$ cat src/rtl/axi_read_arbiter_pkg.sv
// axi_rd_arb_pkg: shared state/requester types and AXI encodings for the read arbiter
package axi_rd_arb_pkg;
  typedef enum logic [1:0] {IDLE, AR, DATA} arb_state_e;
  typedef enum logic {REQ_IF = 1'b0, REQ_MEM = 1'b1} requester_e;
  localparam logic [1:0] AXI_BURST_INCR = 2'b01;
  localparam logic [2:0] AXI_SIZE_8B = 3'b011;
  localparam logic [1:0] AXI_RESP_OKAY = 2'b00;
endpackage

$ cat src/rtl/axi_read_arbiter_if.sv
// axi_read_arbiter_if: AXI read address/data channels shared by the arbiter and the bus
interface axi_read_arbiter_if #(
  parameter int ID_WIDTH = 13,
  parameter int ADDR_WIDTH = 64,
  parameter int DATA_WIDTH = 64
);
  logic [ID_WIDTH-1:0] arid;
  logic [ADDR_WIDTH-1:0] araddr;
  logic [7:0] arlen;
  logic [2:0] arsize;
  logic [1:0] arburst;
  logic arlock;
  logic [3:0] arcache;
  logic [2:0] arprot;
  logic arvalid;
  logic arready;
  logic [ID_WIDTH-1:0] rid;
  logic [DATA_WIDTH-1:0] rdata;
  logic [1:0] rresp;
  logic rlast;
  logic rvalid;
  logic rready;
  modport master (
    output arid, araddr, arlen, arsize, arburst, arlock, arcache, arprot, arvalid, rready,
    input arready, rid, rdata, rresp, rlast, rvalid
  );
  modport slave (
    input arid, araddr, arlen, arsize, arburst, arlock, arcache, arprot, arvalid, rready,
    output arready, rid, rdata, rresp, rlast, rvalid
  );
endinterface

$ cat src/rtl/axi_read_arbiter.sv
// axi_read_arbiter: round-robin share of one AXI read channel between IF and MEM line fills
module axi_read_arbiter
  import axi_rd_arb_pkg::*;
#(
  parameter int ID_WIDTH = 13,
  parameter int ADDR_WIDTH = 64,
  parameter int DATA_WIDTH = 64,
  parameter int BURST_LEN = 8,
  localparam int BEAT_W = BURST_LEN > 1 ? $clog2(BURST_LEN) : 1
) (
  input  logic clk,
  input  logic reset,
  input  logic if_req,
  input  logic mem_req,
  input  logic [ADDR_WIDTH-1:0] if_addr,
  input  logic [ADDR_WIDTH-1:0] mem_addr,
  output logic [DATA_WIDTH-1:0] if_data,
  output logic [DATA_WIDTH-1:0] mem_data,
  output logic if_data_valid,
  output logic mem_data_valid,
  output logic [BEAT_W-1:0] if_beat,
  output logic [BEAT_W-1:0] mem_beat,
  output logic if_done,
  output logic mem_done,
  output logic if_err,
  output logic mem_err,
  axi_read_arbiter_if.master m_axi
);
  localparam logic [BEAT_W-1:0] LAST_BEAT = BEAT_W'(BURST_LEN - 1);
  arb_state_e state, state_nx;
  requester_e owner, rr_last, pick;
  logic [ADDR_WIDTH-1:0] addr_q;
  logic [BEAT_W-1:0] cnt;
  logic err_flag, id_hit, acc, done, err;
  // on a tie the requester served last time yields
  assign pick = (if_req && mem_req) ? (rr_last == REQ_IF ? REQ_MEM : REQ_IF) : (mem_req ? REQ_MEM : REQ_IF);
  assign id_hit = m_axi.rid == ID_WIDTH'(owner);
  assign acc = state == DATA && m_axi.rvalid && id_hit;
  assign done = acc && m_axi.rlast;
  assign err = err_flag || m_axi.rresp != AXI_RESP_OKAY || cnt != LAST_BEAT;
  always_ff @(posedge clk or negedge reset)
    if (!reset) state <= IDLE;
    else state <= state_nx;
  always_ff @(posedge clk or negedge reset)
    if (!reset) begin
      owner <= REQ_IF;
      rr_last <= REQ_IF;
      addr_q <= '0;
      cnt <= '0;
      err_flag <= 1'b0;
    end else begin
      if (state == IDLE && (if_req || mem_req)) begin
        owner <= pick;
        addr_q <= (pick == REQ_MEM ? mem_addr : if_addr) & ~ADDR_WIDTH'(BURST_LEN * 8 - 1);
      end
      if (state == AR && m_axi.arready) begin
        cnt <= '0;
        err_flag <= 1'b0;
      end
      if (acc) cnt <= cnt == LAST_BEAT ? '0 : cnt + 1'b1;
      // foreign-ID beats are swallowed but poison the burst status
      if (state == DATA && m_axi.rvalid) err_flag <= err_flag || !id_hit || m_axi.rresp != AXI_RESP_OKAY;
      if (done) rr_last <= owner;
    end
  always_comb
    state_nx = state == IDLE ? (if_req || mem_req ? AR : IDLE) :
               state == AR   ? (m_axi.arready ? DATA : AR) :
               state == DATA && !done ? DATA : IDLE;
  always_comb begin
    m_axi.arid = ID_WIDTH'(owner);
    m_axi.araddr = addr_q;
    m_axi.arlen = 8'(BURST_LEN - 1);
    m_axi.arsize = AXI_SIZE_8B;
    m_axi.arburst = AXI_BURST_INCR;
    m_axi.arlock = 1'b0;
    m_axi.arcache = 4'b0000;
    m_axi.arprot = 3'b000;
    m_axi.arvalid = state == AR;
    m_axi.rready = state == DATA;
    if_data_valid = acc && owner == REQ_IF;
    mem_data_valid = acc && owner == REQ_MEM;
    if_data = if_data_valid ? m_axi.rdata : '0;
    mem_data = mem_data_valid ? m_axi.rdata : '0;
    if_beat = if_data_valid ? cnt : '0;
    mem_beat = mem_data_valid ? cnt : '0;
    if_done = if_data_valid && m_axi.rlast;
    mem_done = mem_data_valid && m_axi.rlast;
    if_err = if_done && err;
    mem_err = mem_done && err;
  end
endmodule

$ cat src/flat_wrapper.sv
// flat-port wrapper written by rule: the top's interface ports become plain ports
module axi_read_arbiter_flat import axi_rd_arb_pkg::*;
#(
  parameter int ID_WIDTH = 13,
  parameter int ADDR_WIDTH = 64,
  parameter int DATA_WIDTH = 64,
  parameter int BURST_LEN = 8,
  localparam int BEAT_W = BURST_LEN > 1 ? $clog2(BURST_LEN) : 1
)
  (clk, reset, if_req, mem_req, if_addr, mem_addr, if_data, mem_data, if_data_valid, mem_data_valid, if_beat, mem_beat, if_done, mem_done, if_err, mem_err, m_axi_arid, m_axi_araddr, m_axi_arlen, m_axi_arsize, m_axi_arburst, m_axi_arlock, m_axi_arcache, m_axi_arprot, m_axi_arvalid, m_axi_rready, m_axi_arready, m_axi_rid, m_axi_rdata, m_axi_rresp, m_axi_rlast, m_axi_rvalid);
  axi_read_arbiter_if #(.ID_WIDTH(ID_WIDTH), .ADDR_WIDTH(ADDR_WIDTH), .DATA_WIDTH(DATA_WIDTH)) m_axi_i ();
  input  logic clk;
  input  logic reset;
  input  logic if_req;
  input  logic mem_req;
  input  logic [ADDR_WIDTH-1:0] if_addr;
  input  logic [ADDR_WIDTH-1:0] mem_addr;
  output logic [DATA_WIDTH-1:0] if_data;
  output logic [DATA_WIDTH-1:0] mem_data;
  output logic if_data_valid;
  output logic mem_data_valid;
  output logic [BEAT_W-1:0] if_beat;
  output logic [BEAT_W-1:0] mem_beat;
  output logic if_done;
  output logic mem_done;
  output logic if_err;
  output logic mem_err;
  output wire logic [$bits(m_axi_i.arid)-1:0] m_axi_arid;
  output wire logic [$bits(m_axi_i.araddr)-1:0] m_axi_araddr;
  output wire logic [$bits(m_axi_i.arlen)-1:0] m_axi_arlen;
  output wire logic [$bits(m_axi_i.arsize)-1:0] m_axi_arsize;
  output wire logic [$bits(m_axi_i.arburst)-1:0] m_axi_arburst;
  output wire logic [$bits(m_axi_i.arlock)-1:0] m_axi_arlock;
  output wire logic [$bits(m_axi_i.arcache)-1:0] m_axi_arcache;
  output wire logic [$bits(m_axi_i.arprot)-1:0] m_axi_arprot;
  output wire logic [$bits(m_axi_i.arvalid)-1:0] m_axi_arvalid;
  output wire logic [$bits(m_axi_i.rready)-1:0] m_axi_rready;
  input wire logic [$bits(m_axi_i.arready)-1:0] m_axi_arready;
  input wire logic [$bits(m_axi_i.rid)-1:0] m_axi_rid;
  input wire logic [$bits(m_axi_i.rdata)-1:0] m_axi_rdata;
  input wire logic [$bits(m_axi_i.rresp)-1:0] m_axi_rresp;
  input wire logic [$bits(m_axi_i.rlast)-1:0] m_axi_rlast;
  input wire logic [$bits(m_axi_i.rvalid)-1:0] m_axi_rvalid;
  assign m_axi_arid = m_axi_i.arid;
  assign m_axi_araddr = m_axi_i.araddr;
  assign m_axi_arlen = m_axi_i.arlen;
  assign m_axi_arsize = m_axi_i.arsize;
  assign m_axi_arburst = m_axi_i.arburst;
  assign m_axi_arlock = m_axi_i.arlock;
  assign m_axi_arcache = m_axi_i.arcache;
  assign m_axi_arprot = m_axi_i.arprot;
  assign m_axi_arvalid = m_axi_i.arvalid;
  assign m_axi_rready = m_axi_i.rready;
  assign m_axi_i.arready = m_axi_arready;
  assign m_axi_i.rid = m_axi_rid;
  assign m_axi_i.rdata = m_axi_rdata;
  assign m_axi_i.rresp = m_axi_rresp;
  assign m_axi_i.rlast = m_axi_rlast;
  assign m_axi_i.rvalid = m_axi_rvalid;
  axi_read_arbiter #(.ID_WIDTH(ID_WIDTH), .ADDR_WIDTH(ADDR_WIDTH), .DATA_WIDTH(DATA_WIDTH), .BURST_LEN(BURST_LEN)) u_core (.clk(clk), .reset(reset), .if_req(if_req), .mem_req(mem_req), .if_addr(if_addr), .mem_addr(mem_addr), .if_data(if_data), .mem_data(mem_data), .if_data_valid(if_data_valid), .mem_data_valid(mem_data_valid), .if_beat(if_beat), .mem_beat(mem_beat), .if_done(if_done), .mem_done(mem_done), .if_err(if_err), .mem_err(mem_err), .m_axi(m_axi_i));
endmodule
$ cat config.mk
export PLATFORM = sky130hd
export DESIGN_NAME = axi_read_arbiter_flat
export DESIGN_NICKNAME = d
export VERILOG_FILES = /design/src/rtl/axi_read_arbiter_pkg.sv /design/src/rtl/axi_read_arbiter_if.sv /design/src/rtl/axi_read_arbiter.sv /design/src/flat_wrapper.sv
export SDC_FILE = /design/constraint.sdc
export NUM_CORES = 1
export LEC_CHECK = 0
export CORE_AREA = 5 5 174 176
export DETAILED_ROUTE_END_ITERATION = 7
export DIE_AREA = 0 0 179 181
export GPL_TIMING_DRIVEN = 1
export HOLD_SLACK_MARGIN = 0.1
export PLACE_DENSITY = 0.59
export SLEW_MARGIN = 20
export SYNTH_ARGS = -nofsm -noshare
export SYNTH_HDL_FRONTEND = slang
export SYNTH_SLANG_ARGS = --single-unit
$ cat constraint.sdc
create_clock -name clk -period 3.35 [get_ports clk]
set_clock_uncertainty 0.15 [all_clocks]
set_input_delay 0.5025 -clock clk [delete_from_list [all_inputs] [get_ports clk]]
set_output_delay 0.5025 -clock clk [all_outputs]
set_load 0.03 [all_outputs]
==> metrics.txt, run 1 <==
outcome=completed; Vias/cell=3.66; Gate power share=51.9%; Worst Path Arrival=2.50 ns; total track usage=12.5%; Pint=2.76 mW; sw frac=42.3%; global-route wire length before repair=30.4 mm; CTS Buffer Depth=2; peak supply drop=0.000333 V; post_cts resized=0; Final TNS setup=0 ns; clock slew at the register clock pins of the worst setup and hold paths=0.06 ns; Syn-to-layout area delta=113%; Nets=1094; setup bufs post-CTS=0; minimum clock period=3.15 ns; share of layout cells above drive strength 1=19.9%; Residual DRC=0; port bufs=402; die area=32400 µm²; Num CTS Buffers=9; largest net degree at the start of global routing=67; switching power total=2.02 mW; clock root buffer=clkbuf_16; mapped cell area=4390 µm²; most frequent cells after synthesis=and2_1 (135), dfrtp_1 (66), nand2_1 (65), mux2i_1 (61), o21ai_0 (60); synthesized area per cell=8.93 µm²; Final Hold Viols=0; Via Count=4644; r2r worst-path depth=4; Tot Pwr=4.79 mW; Post-synth ARST share=100%; H-tree levels=3; initial antenna violation count=3; RD Place Congestion=0.767; ANT nets after route=0; Clock Power Share=19.4%; setup ws final=0.200 ns; RSZ-0062 raised after global routing=no; die height=181 µm; Ys Warns=0; Main synth FF type=dfrtp_1; # setup viols final=0; RR Endpoint=u_core.err_flag; element type at the critical path start=input port; initial core utilization=15.4%; worst slack, placed=0.151 ns; final core occ=32.8%; LEAKAGE=4.16 nW; critical path capture point type=output port; PD cells=512 nW/µm²; hold buffers post-CTS=0; CTS tree=built; Synth area leaders=dfrtp_1 (38%), and2_1 (19%), mux2i_1 (14%); Tightest Pin Transition=0.856 ns; vias in the first global route=4783; count leader, synth=and2_1; top cell type's share of synthesized area=37.6%; Ports=454; crit path kind=input port to output port; Max FO, Critical Path=65; drt wl/cell=16.8 µm; Max Fclk=317 MHz; CTS Sinks=66; Critical R2R Launch=u_core.state[0]; final WL=21.3 mm; hpwl dp=18.0 mm; First-pass DRT Iterations=4; post-synthesis sequential area ratio=37.6%; critical path data required time=2.70 ns; hold slack=0.136 ns; Starting DRT DRC Count=130; core area=28500 µm²; Tcrit/Tclk final=94.0%; slew margin rel.=42.9%; number of synthesized flops with an enable pin=0; Synth cell types=30; Final Max Slew Viols=0; worst skew pair latency=0.33 ns; row count=62; grt ovf=0; Seq pwr share=28.7%; Max-cap violations=0; Reg2Reg Setup Slack=1.33 ns; Hold Crit Class=input port to asynchronous set/reset pin; die width=179 µm; Yosys top cell by area=dfrtp_1; synthesized instance count=492; flops & latches, synth=66
[worst max path at each step]
stage / cells past startpoint / start / slack (ns) / endpoint
4_1_cts: 7 / m_axi_rid[8] / 0.15 / if_data[46]
3_5_place_dp: 7 / m_axi_rid[8] / 0.15 / if_data[46]
2_1_floorplan: 3 / m_axi_rid[5] / 0.59 / mem_err
3_3_place_gp: 7 / m_axi_rid[8] / 0.16 / if_data[1]
5_1_grt: 7 / m_axi_rid[8] / 0.09 / if_data[54]
6_report: 7 / m_axi_rid[8] / 0.20 / if_data[46]
[final cells by class]
class,count,area [µm²]
clock inverters,5,55.1
fillers,2931,19100
diodes,1,2.50
multi-input cells,386,2440
clock buffers,11,233
inverters,3,11.3
repair buffers,412,4470
well taps,384,480
flip-flops and latches,66,1650
[routing by layer]
layer  track usage (%)  up-vias  share of wire (%)
met5                 0        -              0.061
met4              3.53        2                1.8
met3              5.75       19                 13
met2              22.2      264                 49
met1              13.3     2061                 36
li1                  -     2298                  -
[per-stage QoR]
step / instance area [µm²] / cells
2_1_floorplan: 4530 / 529
3_3_place_gp: 9050 / 1251
3_5_place_dp: 9050 / 1251
4_1_cts: 9340 / 1267
5_1_grt: 9340 / 1268
6_report: 9340 / 1268
[registers in the layout (all words and copies together) (netlist names)]
name	count
u_core.m_axi.araddr	58
u_core.cnt	3
u_core.state	2
u_core.err_flag	1
u_core.owner	1
u_core.rr_last	1
[critical path: stages]
cell and delay (ns):
clkdlybuf4s50_1 0.48, nor4_4 0.40, nand4_4 0.25, nor3_4 0.24
buf_12 0.24, and2_1 0.22, buf_12 0.13
[kinds of logic after synthesis]
kind of cell    after synthesis  share of synthesized area [%]
xor+xnor                      1                          0.199
fa+ha+maj                     2                          0.569
simple gates                218                           29.2
flops                        66                           37.6
mux                          63                           14.4
buf+inv                      77                           10.6
compound gates               63                           7.32
other cells                   2                          0.171
[power groups by stage]
stage	Clock (mW)	Sequential, mW	Combinational (mW)
global placement	0	1.37	2.53
floorplan	0	2.03	0.690
CTS	0.974	1.38	2.54
finish	0.931	1.37	2.48
detailed placement	0	1.38	2.53
global route	1.01	1.43	2.67
[layout by cell type (no fill, tap or decap), types with 2 or more instances in the layout]
cell / netlist / final
buf_12: 0 / 58
clkdlybuf4s50_1: 0 / 261
ha_1: 2 / 2
clkbuf_1: 19 / 2
mux2_2: 2 / 2
nor4_4: 3 / 3
buf_4: 43 / 93
and2_1: 135 / 135
clkinv_2: 0 / 2
mux2i_1: 61 / 61
dfrtp_1: 66 / 66
inv_1: 3 / 3
clkinvlp_4: 0 / 2
nand2_1: 65 / 65
nor2_1: 2 / 2
clkbuf_16: 0 / 9
nor2b_1: 2 / 2
nor4b_1: 2 / 2
conb_1: 2 / 39
o21ai_0: 60 / 60
Note: power is estimated with default switching activity, not from simulation.
==> inputs of run 2 (changes only) <==
--- a/config.mk
+++ b/config.mk
@@ -5,12 +5,14 @@
 export SDC_FILE = /design/constraint.sdc
 export NUM_CORES = 1
 export LEC_CHECK = 0
+export CELL_PAD_IN_SITES_DETAIL_PLACEMENT = 1
+export CELL_PAD_IN_SITES_GLOBAL_PLACEMENT = 1
 export CORE_AREA = 5 5 174 176
 export DETAILED_ROUTE_END_ITERATION = 7
 export DIE_AREA = 0 0 179 181
 export GPL_TIMING_DRIVEN = 1
 export HOLD_SLACK_MARGIN = 0.1
-export PLACE_DENSITY = 0.59
+export PLACE_DENSITY = 0.79
 export SLEW_MARGIN = 20
 export SYNTH_ARGS = -nofsm -noshare
 export SYNTH_HDL_FRONTEND = slang
==> metrics.txt, run 2 (synthesis results as in run 1) <==
core area=28500 µm² (unchanged); share of layout cells above drive strength 1=19.9% (-0.068 points); row count=62 (unchanged); die width=179 µm (unchanged); PD cells=526 nW/µm² (+2.8%); clock root buffer=clkbuf_16; worst slack, placed=0.238 ns (+0.0871 ns); clock slew at the register clock pins of the worst setup and hold paths=0.06 ns (about the same); Ports=454 (unchanged); placed insts=1249 (-0.16%); Gate power share=51.1% (-0.8 points); Worst Path Arrival=2.41 ns (-0.09 ns); Nets=1092 (-0.18%); H-tree levels=3 (unchanged); Via Count=4816 (+3.7%); grt ovf=0 (unchanged); Num CTS Buffers=9 (unchanged); CTS Sinks=66 (unchanged); sw frac=42.4% (+0.16 points); Tcrit/Tclk final=91.4% (-2.6 points); Clock Power Share=21.0% (+1.6 points); die height=181 µm (unchanged); RSZ-0062 raised after global routing=no; final WL=22.3 mm (+4.5%); Syn-to-layout area delta=113%; die area=32400 µm² (unchanged); Final Non-Filler Cells=1267 (-0.079%); setup bufs post-CTS=0 (unchanged); Seq pwr share=27.9% (-0.8 points); global-route wire length before repair=31.8 mm (+4.7%); Pint=2.84 mW (+2.8%); LEAKAGE=4.17 nW (about the same); # setup viols final=0 (unchanged); Tightest Pin Transition=0.892 ns (+0.0356 ns); peak supply drop=0.000256 V (-23%); Vias/cell=3.80 (+3.8%); Hold Crit Class=input port to asynchronous set/reset pin; most used cells in the layout excluding fill and tap cells=clkdlybuf4s50_1 (261), and2_1 (135), buf_4 (90); layout filler cell count=3292 (+12%); CTS Buffer Depth=2 (unchanged); slew margin rel.=40.5% (-2.4 points); Starting DRT DRC Count=86 (-34%); element type at the critical path start=input port; ANT nets after route=0 (unchanged); Area after DPL=9050 µm² (about the same); critical path data required time=2.70 ns (about the same); critical path capture point type=output port; post_cts resized=0 (unchanged); hold buffers post-CTS=0 (unchanged); final instance area=9380 µm² (+0.35%); Final TNS setup=0 ns (unchanged); switching power total=2.09 mW (+3.5%); vias in the first global route=5089 (+6.4%); Max FO, Critical Path=16 (-75%); First-pass DRT Iterations=4 (unchanged); initial core utilization=15.4% (unchanged); commonest non-fill, non-tap cell in the layout=clkdlybuf4s50_1; minimum clock period=3.06 ns (-0.0863 ns); drt wl/cell=17.6 µm (+4.6%); Max Fclk=326 MHz (+2.8%); RD Place Congestion=0.810 (+5.6%); worst skew pair latency=0.33 ns (about the same); initial antenna violation count=2 (-1); final core occ=32.9% (+0.11 points); hold slack=0.144 ns (+0.00739 ns); Final Max Slew Viols=0 (unchanged); total track usage=12.9% (+0.39 points); Tot Pwr=4.94 mW (+3.1%); setup ws final=0.287 ns (+0.0863 ns); port bufs=402 (unchanged); Max-cap violations=0 (unchanged); Residual DRC=0 (unchanged); outcome=completed; hpwl dp=18.7 mm (+4.0%); largest net degree at the start of global routing=67 (unchanged); CTS tree=built; max reg flops=58 (unchanged); crit path kind=input port to output port; Final Hold Viols=0 (unchanged)
-- run 2: cell count changes in the layout (fill, tap and decap cells not counted), sizes merged --
cell,previous run,this run
buf,151,149
diode,1,2
clkinvlp,2,3
clkbuf,11,10
clkinv,2,1
bufinv,1,2
-- run 2: power groups by stage --
| stage | combinational, mW | clock (mW) | sequential (mW) |
|---|---|---|---|
| after floorplan | 0.690 | 0 | 2.03 |
| after global placement | 2.53 | 0 | 1.37 |
| after detailed placement | 2.56 | 0 | 1.40 |
| after CTS | 2.57 | 1.09 | 1.38 |
| after global routing | 2.72 | 1.13 | 1.43 |
| final | 2.52 | 1.04 | 1.37 |
-- run 2: layer usage --
metal	vias to the layer above	part of all wire, %	track usage [%]
met5	-	0	0
met4	0	2.2	4.18
met3	23	11	4.52
met2	255	51	23.5
met1	2242	36	13.8
li1	2296	-	-
-- run 2: worst max-delay path: stages --
cell             delay [ns]
clkdlybuf4s50_1        0.45
nor4_4                 0.39
nand4_4                0.23
nor3_4                 0.24
buf_4                  0.25
and2_1                 0.20
buf_12                 0.13
-- run 2: final cells by class --
type                       instances  area (µm²)  area share, %
clock buffer                      10         229           2.44
multi-input combinational        386        2440           26.0
clock inverter                     6        91.3          0.974
tap                              384         480           5.12
inverter                           3        11.3          0.120
antenna                            2        5.00         0.0534
timing repair buffer             410        4470           47.7
sequential                        66        1650           17.6
-- run 2: path summary, 6_finish.rpt --
check / startpoint / endpoint / slack, ns / cells past startpoint
worst max-delay path: m_axi_rid[9] / if_data[44] / 0.29 / 7
worst min-delay path: reset / u_core.m_axi.araddr[36] / 0.14 / 1
worst max register to register: u_core.state[0] / u_core.err_flag / 1.42 / 4
worst min register to register: u_core.m_axi.araddr[20] / u_core.m_axi.araddr[20] / 0.33 / 2
max in group asynchronous: reset / u_core.m_axi.araddr[13] / 2.33 / 1
min in group clk: u_core.m_axi.araddr[20] / u_core.m_axi.araddr[20] / 0.33 / 2
